`config.mk`:
```
export PLATFORM = sky130hd
export DESIGN_NAME = m10k_port_arbiter
export DESIGN_NICKNAME = d
export VERILOG_FILES = /design/src/rtl/m10k_port_arbiter_pkg.sv /design/src/rtl/m10k_port_arbiter_rr_pick.sv /design/src/rtl/m10k_port_arbiter.sv
export SDC_FILE = /design/constraint.sdc
export NUM_CORES = 1
export LEC_CHECK = 0
export ABC_AREA = 0
export CELL_PAD_IN_SITES_DETAIL_PLACEMENT = 2
export CELL_PAD_IN_SITES_GLOBAL_PLACEMENT = 2
export CORE_AREA = 3 3 316 318
export CTS_BUF_LIST = sky130_fd_sc_hd__clkbuf_4 sky130_fd_sc_hd__clkbuf_8 sky130_fd_sc_hd__clkbuf_16
export CTS_CLUSTER_SIZE = 14
export DETAILED_ROUTE_END_ITERATION = 12
export DIE_AREA = 0 0 319 321
export DONT_BUFFER_PORTS = 1
export PLACE_DENSITY = 0.3
export SLEW_MARGIN = 20
export SYNTH_ARGS = -nofsm -noshare
export SYNTH_HDL_FRONTEND = slang
export SYNTH_SLANG_ARGS = --single-unit
```
`constraint.sdc`:
```
create_clock -name i_clk -period 5.75 [get_ports i_clk]
set_input_delay 0.575 -clock i_clk [delete_from_list [all_inputs] [get_ports i_clk]]
set_output_delay 0.575 -clock i_clk [all_outputs]
set_load 0.005 [all_outputs]
```
`src/rtl/m10k_port_arbiter_pkg.sv`:
```
// Shared constants, requester IDs and arbiter state encoding for the M10K port arbiter.
package m10k_port_arbiter_pkg;

  localparam int ADDRESS_SIZE = 9;
  localparam int ROW_SIZE     = 128;

  localparam int REQ_HPS = 0;
  localparam int REQ_RD  = 1;
  localparam int REQ_WR  = 2;

  // Index width that stays legal for a single requester as well.
  function automatic int id_width(input int n);
    return (n > 1) ? $clog2(n) : 1;
  endfunction

  localparam int ID_W = id_width(3);

  typedef enum logic {
    ST_IDLE = 1'b0,
    ST_OWN  = 1'b1
  } arb_state_e;

endpackage

```
`src/rtl/m10k_port_arbiter_rr_pick.sv`:
```
// Combinational round-robin priority encoder: first set request at or after start_i, wrapping.
module m10k_port_arbiter_rr_pick
  import m10k_port_arbiter_pkg::*;
#(
  parameter int NREQ = 3,
  parameter int IDW  = id_width(NREQ)
) (
  input  logic [NREQ-1:0] req_i,
  input  logic [IDW-1:0]  start_i,
  output logic [NREQ-1:0] gnt_o,
  output logic [IDW-1:0]  idx_o,
  output logic            any_o
);

  localparam logic [IDW-1:0] LAST = IDW'(NREQ - 1);

  logic [IDW-1:0] scan_idx;
  logic           found;

  always_comb begin
    gnt_o    = '0;
    idx_o    = '0;
    found    = 1'b0;
    scan_idx = start_i;
    for (int n = 0; n < NREQ; n++) begin
      if (!found && req_i[scan_idx]) begin
        found           = 1'b1;
        idx_o           = scan_idx;
        gnt_o[scan_idx] = 1'b1;
      end
      scan_idx = (scan_idx == LAST) ? '0 : scan_idx + 1'b1;
    end
    any_o = found;
  end

endmodule

```
`src/rtl/m10k_port_arbiter.sv`:
```
// Round-robin arbiter sharing one M10K port among NREQ requesters with bounded bursts;
// read data is steered back to the issuing requester RD_LAT cycles after issue.
module m10k_port_arbiter
  import m10k_port_arbiter_pkg::*;
#(
  parameter int NREQ         = 3,
  parameter int ADDRESS_SIZE = m10k_port_arbiter_pkg::ADDRESS_SIZE,
  parameter int ROW_SIZE     = m10k_port_arbiter_pkg::ROW_SIZE,
  parameter int BURST_MAX    = 8,
  parameter int RD_LAT       = 2
) (
  input  logic                         i_clk,
  input  logic                         i_rstn,
  input  logic [NREQ-1:0]              i_req,
  input  logic [NREQ-1:0]              i_we,
  input  logic [NREQ*ADDRESS_SIZE-1:0] i_addr,
  input  logic [NREQ*ROW_SIZE-1:0]     i_wdata,
  output logic [NREQ-1:0]              o_gnt,
  output logic [ADDRESS_SIZE-1:0]      o_mem_addr,
  output logic                         o_mem_wr_en,
  output logic [ROW_SIZE-1:0]          o_mem_wdata,
  input  logic [ROW_SIZE-1:0]          i_mem_rdata,
  output logic [NREQ-1:0]              o_rvalid,
  output logic [ROW_SIZE-1:0]          o_rdata,
  output logic                         o_busy
);

  localparam int              IDW  = id_width(NREQ);
  localparam logic [IDW-1:0]  LAST = IDW'(NREQ - 1);
  localparam logic [NREQ-1:0] ONE  = NREQ'(1);
  localparam logic [7:0]      BMAX = 8'(BURST_MAX);

  arb_state_e     state_q;
  logic [IDW-1:0] owner_q;
  logic [IDW-1:0] last_q;
  logic [7:0]     cnt_q;

  logic [NREQ-1:0] owner_oh;
  logic            own_req;
  logic            others_pend;
  logic            hold;
  logic [IDW-1:0]  pick_base;
  logic [IDW-1:0]  pick_start;
  logic [NREQ-1:0] pick_gnt;
  logic [IDW-1:0]  pick_idx;
  logic            pick_any;
  logic [IDW-1:0]  gnt_idx;
  logic            gnt_vld;

  assign owner_oh    = ONE << owner_q;
  assign own_req     = i_req[owner_q];
  assign others_pend = |(i_req & ~owner_oh);
  // Owner keeps the port until its burst expires, unless nobody else is waiting.
  assign hold        = (state_q == ST_OWN) && own_req && ((cnt_q < BMAX) || !others_pend);

  assign pick_base  = (state_q == ST_OWN) ? owner_q : last_q;
  assign pick_start = (pick_base == LAST) ? '0 : pick_base + 1'b1;

  m10k_port_arbiter_rr_pick #(
    .NREQ (NREQ),
    .IDW  (IDW)
  ) u_rr_pick (
    .req_i   (i_req),
    .start_i (pick_start),
    .gnt_o   (pick_gnt),
    .idx_o   (pick_idx),
    .any_o   (pick_any)
  );

  assign o_gnt   = hold ? owner_oh : pick_gnt;
  assign gnt_idx = hold ? owner_q : pick_idx;
  assign gnt_vld = hold | pick_any;

  assign o_mem_addr  = gnt_vld ? i_addr[gnt_idx*ADDRESS_SIZE +: ADDRESS_SIZE] : '0;
  assign o_mem_wdata = gnt_vld ? i_wdata[gnt_idx*ROW_SIZE +: ROW_SIZE] : '0;
  assign o_mem_wr_en = gnt_vld & i_we[gnt_idx];

  always_ff @(posedge i_clk or negedge i_rstn) begin
    if (!i_rstn) begin
      state_q <= ST_IDLE;
      owner_q <= '0;
      last_q  <= LAST;
      cnt_q   <= '0;
    end else begin
      case (state_q)
        ST_IDLE: begin
          if (pick_any) begin
            state_q <= ST_OWN;
            owner_q <= pick_idx;
            cnt_q   <= 8'd1;
          end
        end
        ST_OWN: begin
          if (hold) begin
            cnt_q <= (cnt_q < BMAX) ? cnt_q + 8'd1 : 8'd1;
          end else if (pick_any) begin
            owner_q <= pick_idx;
            last_q  <= owner_q;
            cnt_q   <= 8'd1;
          end else begin
            state_q <= ST_IDLE;
            cnt_q   <= '0;
          end
        end
      endcase
    end
  end

  // One-hot return tags; the last stage is the registered rvalid.
  logic [NREQ-1:0] rd_pipe_q [RD_LAT];
  logic            pipe_any;

  always_ff @(posedge i_clk or negedge i_rstn) begin
    if (!i_rstn) begin
      for (int i = 0; i < RD_LAT; i++) rd_pipe_q[i] <= '0;
    end else begin
      rd_pipe_q[0] <= o_gnt & ~i_we;
      for (int i = 1; i < RD_LAT; i++) rd_pipe_q[i] <= rd_pipe_q[i-1];
    end
  end

  always_comb begin
    pipe_any = 1'b0;
    for (int i = 0; i < RD_LAT; i++) pipe_any = pipe_any | (|rd_pipe_q[i]);
  end

  assign o_rvalid = rd_pipe_q[RD_LAT-1];
  assign o_rdata  = i_mem_rdata;
  assign o_busy   = (|o_gnt) | pipe_any;

endmodule

```
==> impl_metrics.csv, run 1 <==
group,metric,value,unit
global_route,grt_pass1_vias,6091,
yosys,syn-instance-count,857,
cts,clock-sinks,19,
yosys,syn_area,5010,sq um
floorplan,rows,114,
cells_and_area,multi_input_area,3100,sq um
worst_setup_path,required,5180,ps
worst_setup_path,cp-endpoint,"o_mem_wdata[102]",
timing,setup_ws,1810,ps
power_and_ir_drop,power_density,502,nW/um^2
cts,numCtsBuffers,3,
cts,clkLatencyLatePin,250,ps
yosys,synthArstFlopShare,100,%
status,status,"finished clean",
yosys,avgSynthCellArea,5.85,sq um
yosys,synth_edf_count,0,
timing,tightest_slew,867,ps
drt,first_pass_iters,4,
cells_and_area,n_fill_cell,11676,
timing,min_period_over_period,68.5,%
drt,drt-total-wl,31300,um
floorplan,top_level_ports,820,
yosys,synth_cell_types,46,
drt,antenna_left,0,
cts,root_buffer,"clkbuf_16",
power_and_ir_drop,switching_share,66.9,%
min_path,hp-class,"input port to async pin",
yosys,ys.flop_type,"dfrtp_1",
worst_setup_path,worstReg2RegEnd,"rd_pipe_q[5]",
power_and_ir_drop,peakVddDrop,0.390,mV
timing,relSlewSlack,42.2,%
power_and_ir_drop,pwr-share-seq,8.4,%
cells_and_area,area_growth,7.44,%
cts,ctsHoldBuffers,0,
timing,final-max-slew-violation-count,0,
cells_and_area,mostFrequentLayoutCells,"285 x nand2_1, 137 x a31oi_1, 86 x o21ai_1, 55 x o21ai_0, 18 x dfrtp_1",
drt,avgRoutedWirePerCell,16.1,um
global_route,grt_pass1_wl,42500,um
cells_and_area,drive_gt1_share,3.81,%
place,numPortBuffers,0,
timing,setup_tns,0,ps
cts,cts_resized,0,
floorplan,start_util,5.17,%
run,drv_cap,0,
floorplan,die_area,102000,sq um
floorplan,core_area,96900,sq um
worst_setup_path,rrSetupSlack,3210,ps
global_route,grt_util_met3,2.03,%
place,hpwl,25500,um
cts,cts_setup_buffers,0,
floorplan,die_w,319,um
worst_setup_path,reg2reg_from,"owner_q[1]",
power_and_ir_drop,p_switching,1.81,mW
global_route,grt_max_degree,142,
yosys,synth_largest_area_cell,"buf_4",
global_route,top_usage_layer,"met2",
worst_setup_path,crit_path_start,"owner_q[1]",
timing,fin_skew,1.44,ps
cells_and_area,nets,1206,
power_and_ir_drop,p_clk_share,5.5,%
power_and_ir_drop,leakage,1.58,nW
floorplan,chipHeight,321,um
worst_setup_path,rr_worst_depth,6,
timing,rsz0062_at_grt,"no",
yosys,ys_seq_area_share,9.51,%
drt,vias,5539,
cts,clkTransAtPathRegs,60,ps
worst_setup_path,path_class,"flop to output port",
yosys,synth.area.top_cells,"buf_4 22%, nand2_1 21%, a31oi_1 17%, dfrtp_1 9.0%, o21ai_1 8.6%",
drt,drc,0,
worst_setup_path,start_kind,"flop",
global_route,grt_use_met2,10.2,%
worst_setup_path,critPathMaxFanout,78,
cells_and_area,final_common_cell,"nand2_1",
timing,setup_viol,0,
worst_setup_path,end_kind,"output port",
cells_and_area,regArea,477,sq um
timing,finalCriticalPeriod,3940,ps
timing,hold_viol,0,
drt,first_iter_violations,201,
yosys,yosys_warnings,0,
power_and_ir_drop,internal-power,0.895,mW
cts,h-tree-depth,1,
drt,vias_per_cell,2.86,
place,dp_slack,1950,ps
power_and_ir_drop,combPwrFrac,86.1,%
yosys,syn-num-nets,1405,
yosys,synth_top_cell_area_share,21.9,%
yosys,synth.ff_latch_count,19,
global_route,antenna_found_initial,5,
global_route,grt_usage,5.48,%
worst_setup_path,arrival,3370,ps
global_route,use_met1,5.28,%
global_route,gr-total-overflow,0,
cts,ctsLongestPathBuffers,2,
timing,fmax,0.254,GHz
place,gp_congestion,0.801,
cts,tritoncts,"yes",
[power by group through the flow]
stage	registers, mW	logic [mW]	clock network (mW)
final	0.227	2.33	0.148
after detailed placement	0.231	2.37	0
after global placement	0.230	2.34	0
after global routing	0.235	2.59	0.160
after floorplan	0.192	1.90	0
after CTS	0.229	2.38	0.153
[state kept, by name, summed over array words and instances, names as in the netlist]
| name | cells |
|---|---|
| owner_q | 2 |
| rd_pipe_q | 3 |
| last_q | 2 |
| cnt_q | 8 |
| state_q | 1 |
| o_rvalid | 3 |
[through the flow]
stage	hold slack [ps]	total power, mW	std cells	instance area [sq um]	utilization [%]
floorplan	279	2.09	857	5010	-
global placement	282	2.57	1929	5290	5.47
detailed placement	281	2.61	1929	5290	5.47
CTS	7.57	2.76	1933	5370	5.55
global route	1.23	2.98	1936	5380	5.56
finish	12.3	2.70	1937	5380	5.56
[how the worst min path moves through the flow]
stage | startpoint | end | cells after the start
6_report | i_rstn | last_q[0] | 0
5_1_grt | i_rstn | o_rvalid[2] | 0
4_1_cts | i_rstn | owner_q[1] | 0
3_5_place_dp | i_rstn | last_q[0] | 0
3_3_place_gp | i_rstn | rd_pipe_q[3] | 0
2_1_floorplan | i_rstn | cnt_q[0] | 0
[logic make-up after synthesis]
kind of cell | count (synthesis) | synth area share [%]
compound gates | 295 | 34.5
buf+inv | 215 | 28.8
flops | 19 | 9.51
fa+ha+maj | 1 | 0.250
simple gates | 320 | 25.1
mux | 7 | 1.80
[layout make-up]
cell class | count | share of cell area, %
Multi-Input combinational cell | 623 | 57.6
Tap cell | 1276 | 29.7
Sequential cell | 19 | 8.85
Timing Repair Buffer | 6 | 1.77
Clock buffer | 3 | 1.39
Inverter | 5 | 0.488
Antenna cell | 4 | 0.186
Clock inverter | 1 | 0.0930
[per-layer routing]
layer  up-vias  part of all wire (%)
li1       2446                     -
met1      2631                    32
met2       392                    52
met3        68                    11
met4         2                   5.2
met5         -                 0.054
[synth_stat cells (all sizes together), types with 2 or more instances]
library cell    n
clkbuf         20
dfrtp          18
o21ai         141
and2            4
nand3           2
nor2b           3
nand2         285
mux2            3
buf           190
a21oi           3
a41oi           2
a31oi         137
nor2           15
or2             2
nand3b          2
mux2i           4
inv             4
nor3            3
[worst max-delay path, cell delays in order, from the launching register on]
cell and delay (ps):
dfrtp_1 650, or4b_4 540, o311ai_4 100, o211ai_4 180
a21bo_4 290, inv_6 400, buf_12 370, nand2_1 90
a31oi_1 420
(Power assumes the default switching activity.)
==> run 2: changes to the inputs <==
--- a/config.mk
+++ b/config.mk
@@ -8,11 +8,11 @@
 export ABC_AREA = 0
 export CELL_PAD_IN_SITES_DETAIL_PLACEMENT = 2
 export CELL_PAD_IN_SITES_GLOBAL_PLACEMENT = 2
-export CORE_AREA = 3 3 316 318
+export CORE_AREA = 3 3 320 322
 export CTS_BUF_LIST = sky130_fd_sc_hd__clkbuf_4 sky130_fd_sc_hd__clkbuf_8 sky130_fd_sc_hd__clkbuf_16
 export CTS_CLUSTER_SIZE = 14
 export DETAILED_ROUTE_END_ITERATION = 12
-export DIE_AREA = 0 0 319 321
+export DIE_AREA = 0 0 323 325
 export DONT_BUFFER_PORTS = 1
 export PLACE_DENSITY = 0.3
 export SLEW_MARGIN = 20
==> constraint.sdc (replaced) <==
create_clock -name i_clk -period 3.2 [get_ports i_clk]
set_input_delay 0.32 -clock i_clk [delete_from_list [all_inputs] [get_ports i_clk]]
set_output_delay 0.32 -clock i_clk [all_outputs]
set_load 0.005 [all_outputs]
==> impl_metrics.csv, run 2 (synthesized netlist as in run 1, its figures left out) <==
group,metric,value,unit
status,status,"finished clean",
global_route,antenna_found_initial,3,
drt,antenna_left,0,
cells_and_area,drive_gt1_share,12.4,%
timing,finalCriticalPeriod,3070,ps
timing,hold_viol,0,
cts,numCtsBuffers,3,
worst_setup_path,path_class,"flop to output port",
timing,setup_viol,0,
power_and_ir_drop,peakVddDrop,0.334,mV
timing,tightest_slew,898,ps
cts,clkTransAtPathRegs,60,ps
power_and_ir_drop,power,6.11,mW
drt,avgRoutedWirePerCell,16.8,um
worst_setup_path,required,2880,ps
run,drv_cap,0,
cts,clock-sinks,19,
power_and_ir_drop,p_clk_share,4.4,%
global_route,gr-total-overflow,0,
timing,fin_skew,2.48,ps
place,numPortBuffers,0,
worst_setup_path,critPathMaxFanout,13,
cts,root_buffer,"clkbuf_16",
drt,first_pass_iters,4,
power_and_ir_drop,switching_share,60.1,%
cells_and_area,largest_register_ffs,8,
global_route,grt_usage,5.32,%
timing,relSlewSlack,40.2,%
power_and_ir_drop,leakage,1.95,nW
power_and_ir_drop,pwr-share-seq,6.3,%
power_and_ir_drop,internal-power,2.43,mW
power_and_ir_drop,combPwrFrac,89.3,%
cts,clkLatencyLatePin,250,ps
worst_setup_path,arrival,2750,ps
cells_and_area,nets,1266,
cells_and_area,largest-register,"cnt_q",
cells_and_area,regArea,479,sq um
worst_setup_path,end_kind,"output port",
drt,first_iter_violations,175,
min_path,hp-class,"input port to async pin",
floorplan,chipHeight,325,um
place,gp_congestion,0.836,
timing,rsz0062_at_grt,"no",
floorplan,die_area,105000,sq um
global_route,grt_pass1_vias,6295,
cells_and_area,final_common_cell,"nand2_1",
cells_and_area,multi_input_area,3110,sq um
cells_and_area,mostFrequentLayoutCells,"285 x nand2_1, 137 x a31oi_1, 86 x o21ai_1, 55 x o21ai_0, 51 x buf_4",
floorplan,die_w,323,um
floorplan,top_level_ports,820,
power_and_ir_drop,power_density,1010,nW/um^2
timing,fmax,0.326,GHz
timing,min_period_over_period,95.8,%
global_route,grt_pass1_wl,42400,um
cts,ctsLongestPathBuffers,2,
floorplan,core_area,99900,sq um
drt,vias,5895,
drt,drt-total-wl,33900,um
cts,tritoncts,"yes",
timing,setup_tns,0,ps
floorplan,rows,116,
power_and_ir_drop,p_switching,3.67,mW
timing,final-max-slew-violation-count,0,
global_route,grt_max_degree,82,
cts,h-tree-depth,1,
drt,drc,0,
cells_and_area,n_fill_cell,12083,
drt,vias_per_cell,2.92,
floorplan,start_util,5.02,%
place,hpwl,25500,um
worst_setup_path,start_kind,"flop",
cells_and_area,area_growth,20.8,%
-- run 2: final cells by class --
type / count / area share, %
Multi-Input combinational cell: 623 / 51.4
Tap cell: 1298 / 26.8
Antenna cell: 4 / 0.165
Clock buffer: 3 / 1.24
Inverter: 5 / 0.475
Sequential cell: 19 / 7.91
Timing Repair Buffer: 66 / 11.9
Clock inverter: 1 / 0.0826
-- run 2: power groups by stage --
stage | clock, mW | sequential, mW | combinational (mW)
floorplan | 0 | 0.346 | 3.42
global placement | 0 | 0.390 | 4.86
detailed placement | 0 | 0.392 | 4.94
CTS | 0.283 | 0.390 | 5.05
global route | 0.290 | 0.402 | 6.01
finish | 0.268 | 0.387 | 5.45
-- run 2: through the flow --
stage | instance area, sq um | worst slack (ps) | hold slack, ps | utilization, % | instances
after floorplan | 5010 | 775 | 24.4 | - | 857
after global placement | 5710 | 293 | 25.9 | 5.71 | 1996
after detailed placement | 5710 | 234 | 26.0 | 5.71 | 1996
after CTS | 5830 | 25.6 | 117 | 5.84 | 2002
after global routing | 6050 | 5.89 | 61.9 | 6.06 | 2016
final | 6060 | 134 | 20.8 | 6.06 | 2019
-- run 2: final timing paths --
check                              from              end  slack, ps  cells after the start
hold / removal                   i_rstn         cnt_q[5]         20                      1
max in group asynchronous        i_rstn       owner_q[1]       2830                      1
setup reg to reg             owner_q[0]     rd_pipe_q[5]       1020                      7
setup / recovery             owner_q[0]  o_mem_wdata[79]        130                      8
hold reg to reg            rd_pipe_q[4]      o_rvalid[1]        380                      0
min in group i_clk              i_we[1]     rd_pipe_q[4]        130                      1
-- run 2: routing by layer --
metal / global-route usage [%] / routed length (um) / vias up
li1: - / - / 2569
met1: 5.46 / 12000 / 2813
met2: 9.77 / 17000 / 421
met3: 1.89 / 3610 / 90
met4: 2.11 / 1220 / 2
met5: 0 / 10 / -
-- run 2: repair_timing --
item / 4_1_cts / 5_1_grt
setup endpoints to repair: 12 / 81
cloned: 1 / 5
hold buffers: 1 / 0
endpoints found under the hold margin: 19 / 0
buffers inserted: 0 / 8
gates resized for setup: 2 / 6
pin swaps: 0 / 1
-- run 2: worst max-delay path: stages, from the launching register on --
cell and delay (ps):
dfrtp_2 470, mux2_4 330, o311ai_4 300, o211ai_4 170, mux2i_4 320, buf_12 210
buf_4 220, o21ai_1 80, a31oi_1 350
==> run 3: changes to the inputs <==
==> constraint.sdc (replaced) <==
create_clock -name i_clk -period 2.7 [get_ports i_clk]
set_input_delay 0.27 -clock i_clk [delete_from_list [all_inputs] [get_ports i_clk]]
set_output_delay 0.27 -clock i_clk [all_outputs]
set_load 0.005 [all_outputs]
==> impl_metrics.csv, run 3 (synthesized netlist as in run 1, its figures left out) <==
group,metric,value,unit
cts,clkLatencyLatePin,250,ps
power_and_ir_drop,p_clk_share,2.4,%
drt,drc,0,
power_and_ir_drop,switching_share,51.9,%
cts,numCtsBuffers,3,
worst_setup_path,arrival,2650,ps
timing,setup_tns,-18680,ps
status,status,"complete, but fails checks",
cells_and_area,largest-register,"cnt_q",
drt,first_iter_violations,206,
timing,fin_skew,3.71,ps
cells_and_area,final_common_cell,"nand2_1",
floorplan,top_level_ports,820,
worst_setup_path,cp_num_cells,10,
drt,first_pass_iters,4,
timing,fmax,0.343,GHz
place,numPortBuffers,0,
cts,clkTransAtPathRegs,60,ps
drt,antenna_left,0,
status,violations,"negative setup slack",
power_and_ir_drop,internal-power,6.18,mW
worst_setup_path,end_kind,"output port",
min_path,hold_depth,1,
cells_and_area,nets,1359,
power_and_ir_drop,combPwrFrac,94.2,%
global_route,grt_max_degree,143,
worst_setup_path,critical_path_buf_inv_count,4,
global_route,gr-total-overflow,0,
drt,avgRoutedWirePerCell,21.4,um
cts,clock-sinks,19,
run,drv_cap,0,
worst_setup_path,max_stage_delay,440,ps
cts,h-tree-depth,1,
worst_setup_path,reg2reg_from,"owner_q[0]",
timing,hold_viol,0,
min_path,hp-class,"input port to flop",
worst_setup_path,crit_path_start,"owner_q[0]",
global_route,antenna_found_initial,8,
timing,relSlewSlack,39.7,%
global_route,grt_usage,6.42,%
floorplan,die_area,105000,sq um
drt,vias,6499,
timing,setup_viol,138,
timing,whs,76.9,ps
worst_setup_path,rr_worst_depth,8,
cts,root_buffer,"clkbuf_16",
cells_and_area,drive_gt1_share,42.0,%
floorplan,core_area,99900,sq um
drt,drt-total-wl,45200,um
worst_setup_path,cp_top_family,"compound AO/OA/AOI/OAI gates",
timing,min_period_over_period,108,%
cells_and_area,stdcell_count,2116,
global_route,grt_pass1_vias,6860,
power_and_ir_drop,power,12.9,mW
timing,rsz0062_at_grt,"yes",
place,gp_congestion,0.840,
power_and_ir_drop,leakage,2.96,nW
worst_setup_path,path_class,"flop to output port",
cells_and_area,largest_register_ffs,8,
floorplan,start_util,5.02,%
cells_and_area,area_growth,78.0,%
worst_setup_path,critPathMaxFanout,8,
power_and_ir_drop,p_switching,6.67,mW
floorplan,rows,116,
worst_setup_path,rrSetupSlack,520,ps
timing,tightest_slew,902,ps
timing,finalCriticalPeriod,2920,ps
worst_setup_path,cp_slowest_cell,"dfrtp_2",
worst_setup_path,worstReg2RegEnd,"rd_pipe_q[5]",
timing,setup_ws,-220,ps
worst_setup_path,start_kind,"flop",
floorplan,chipHeight,325,um
power_and_ir_drop,power_density,1440,nW/um^2
power_and_ir_drop,pwr-share-seq,3.4,%
cells_and_area,n_fill_cell,11855,
worst_setup_path,required,2430,ps
cells_and_area,mostFrequentLayoutCells,"241 x nand2_1, 90 x o21ai_1, 71 x a31oi_2, 54 x buf_4, 43 x o21ai_0",
cts,ctsLongestPathBuffers,2,
worst_setup_path,cp-endpoint,"o_mem_wdata[46]",
place,dp_slack,-85.0,ps
power_and_ir_drop,peakVddDrop,0.427,mV
global_route,grt_pass1_wl,49600,um
place,hpwl,26600,um
place,dp.cells,2019,
worst_setup_path,crit_chain,"mux2_4, o311ai_4, o211ai_4, mux2i_4, buf_12, buf_16, buf_8, o21ai_1, a31oi_1, buf_4",
drt,vias_per_cell,3.07,
timing,final-max-slew-violation-count,0,
cts,tritoncts,"yes",
floorplan,die_w,323,um
run 3: layer usage:
| metal | wire, um | vias up | global-route usage, % |
|---|---|---|---|
| li1 | - | 2780 | - |
| met1 | 16900 | 3186 | 6.76 |
| met2 | 23000 | 425 | 11.9 |
| met3 | 3630 | 106 | 1.88 |
| met4 | 1640 | 2 | 2.52 |
| met5 | 13 | - | 0 |
run 3: how the worst min path moves through the flow:
stage          slack (ps)    start           end
2_1_floorplan         -30   i_rstn      cnt_q[0]
3_3_place_gp          -20   i_rstn       state_q
3_5_place_dp          -20   i_rstn       state_q
4_1_cts                70  i_we[1]  rd_pipe_q[4]
5_1_grt                70  i_we[1]  rd_pipe_q[4]
6_report               80  i_we[1]  rd_pipe_q[4]
run 3: repair_timing:
| action | in CTS | in global routing |
|---|---|---|
| buffers inserted | 28 | 23 |
| pin swaps | 12 | 69 |
| gates resized for setup | 134 | 207 |
| hold buffers | 1 | 0 |
| setup endpoints to repair | 138 | 139 |
| hold endpoints to repair | 19 | 0 |
| gates cloned | 13 | 28 |
run 3: worst register-to-register path: stages (launching register included):
cell and delay [ps]:
dfrtp_2 440, mux2_4 320, o311ai_4 280, o211ai_4 150, mux2i_4 230, buf_12 170
buf_16 160, buf_6 130, nor2_1 190
run 3: area by class of cell:
type	count	area [sq um]	area share (%)
Multi-Input combinational cell	624	4280	47.9
Timing Repair Buffer	156	2340	26.3
Tap cell	1298	1620	18.2
Sequential cell	19	478	5.36
Clock buffer	3	75.1	0.842
Timing Repair inverter	2	60.1	0.673
Inverter	5	37.5	0.421
Antenna cell	8	20.0	0.224
Clock inverter	1	5.00	0.0561
run 3: power groups by stage:
stage               combinational, mW  sequential, mW  clock [mW]
global placement                 6.11           0.445           0
CTS                              8.76           0.435       0.326
floorplan                        4.05           0.410           0
detailed placement               6.19           0.444           0
global route                     13.0           0.453       0.336
finish                           12.1           0.438       0.313
run 3: metrics by stage:
stage | cell area [sq um] | util [%]
2_1_floorplan | 5010 | -
3_3_place_gp | 5920 | 5.93
3_5_place_dp | 5920 | 5.93
4_1_cts | 7210 | 7.22
5_1_grt | 8910 | 8.93
6_report | 8920 | 8.93
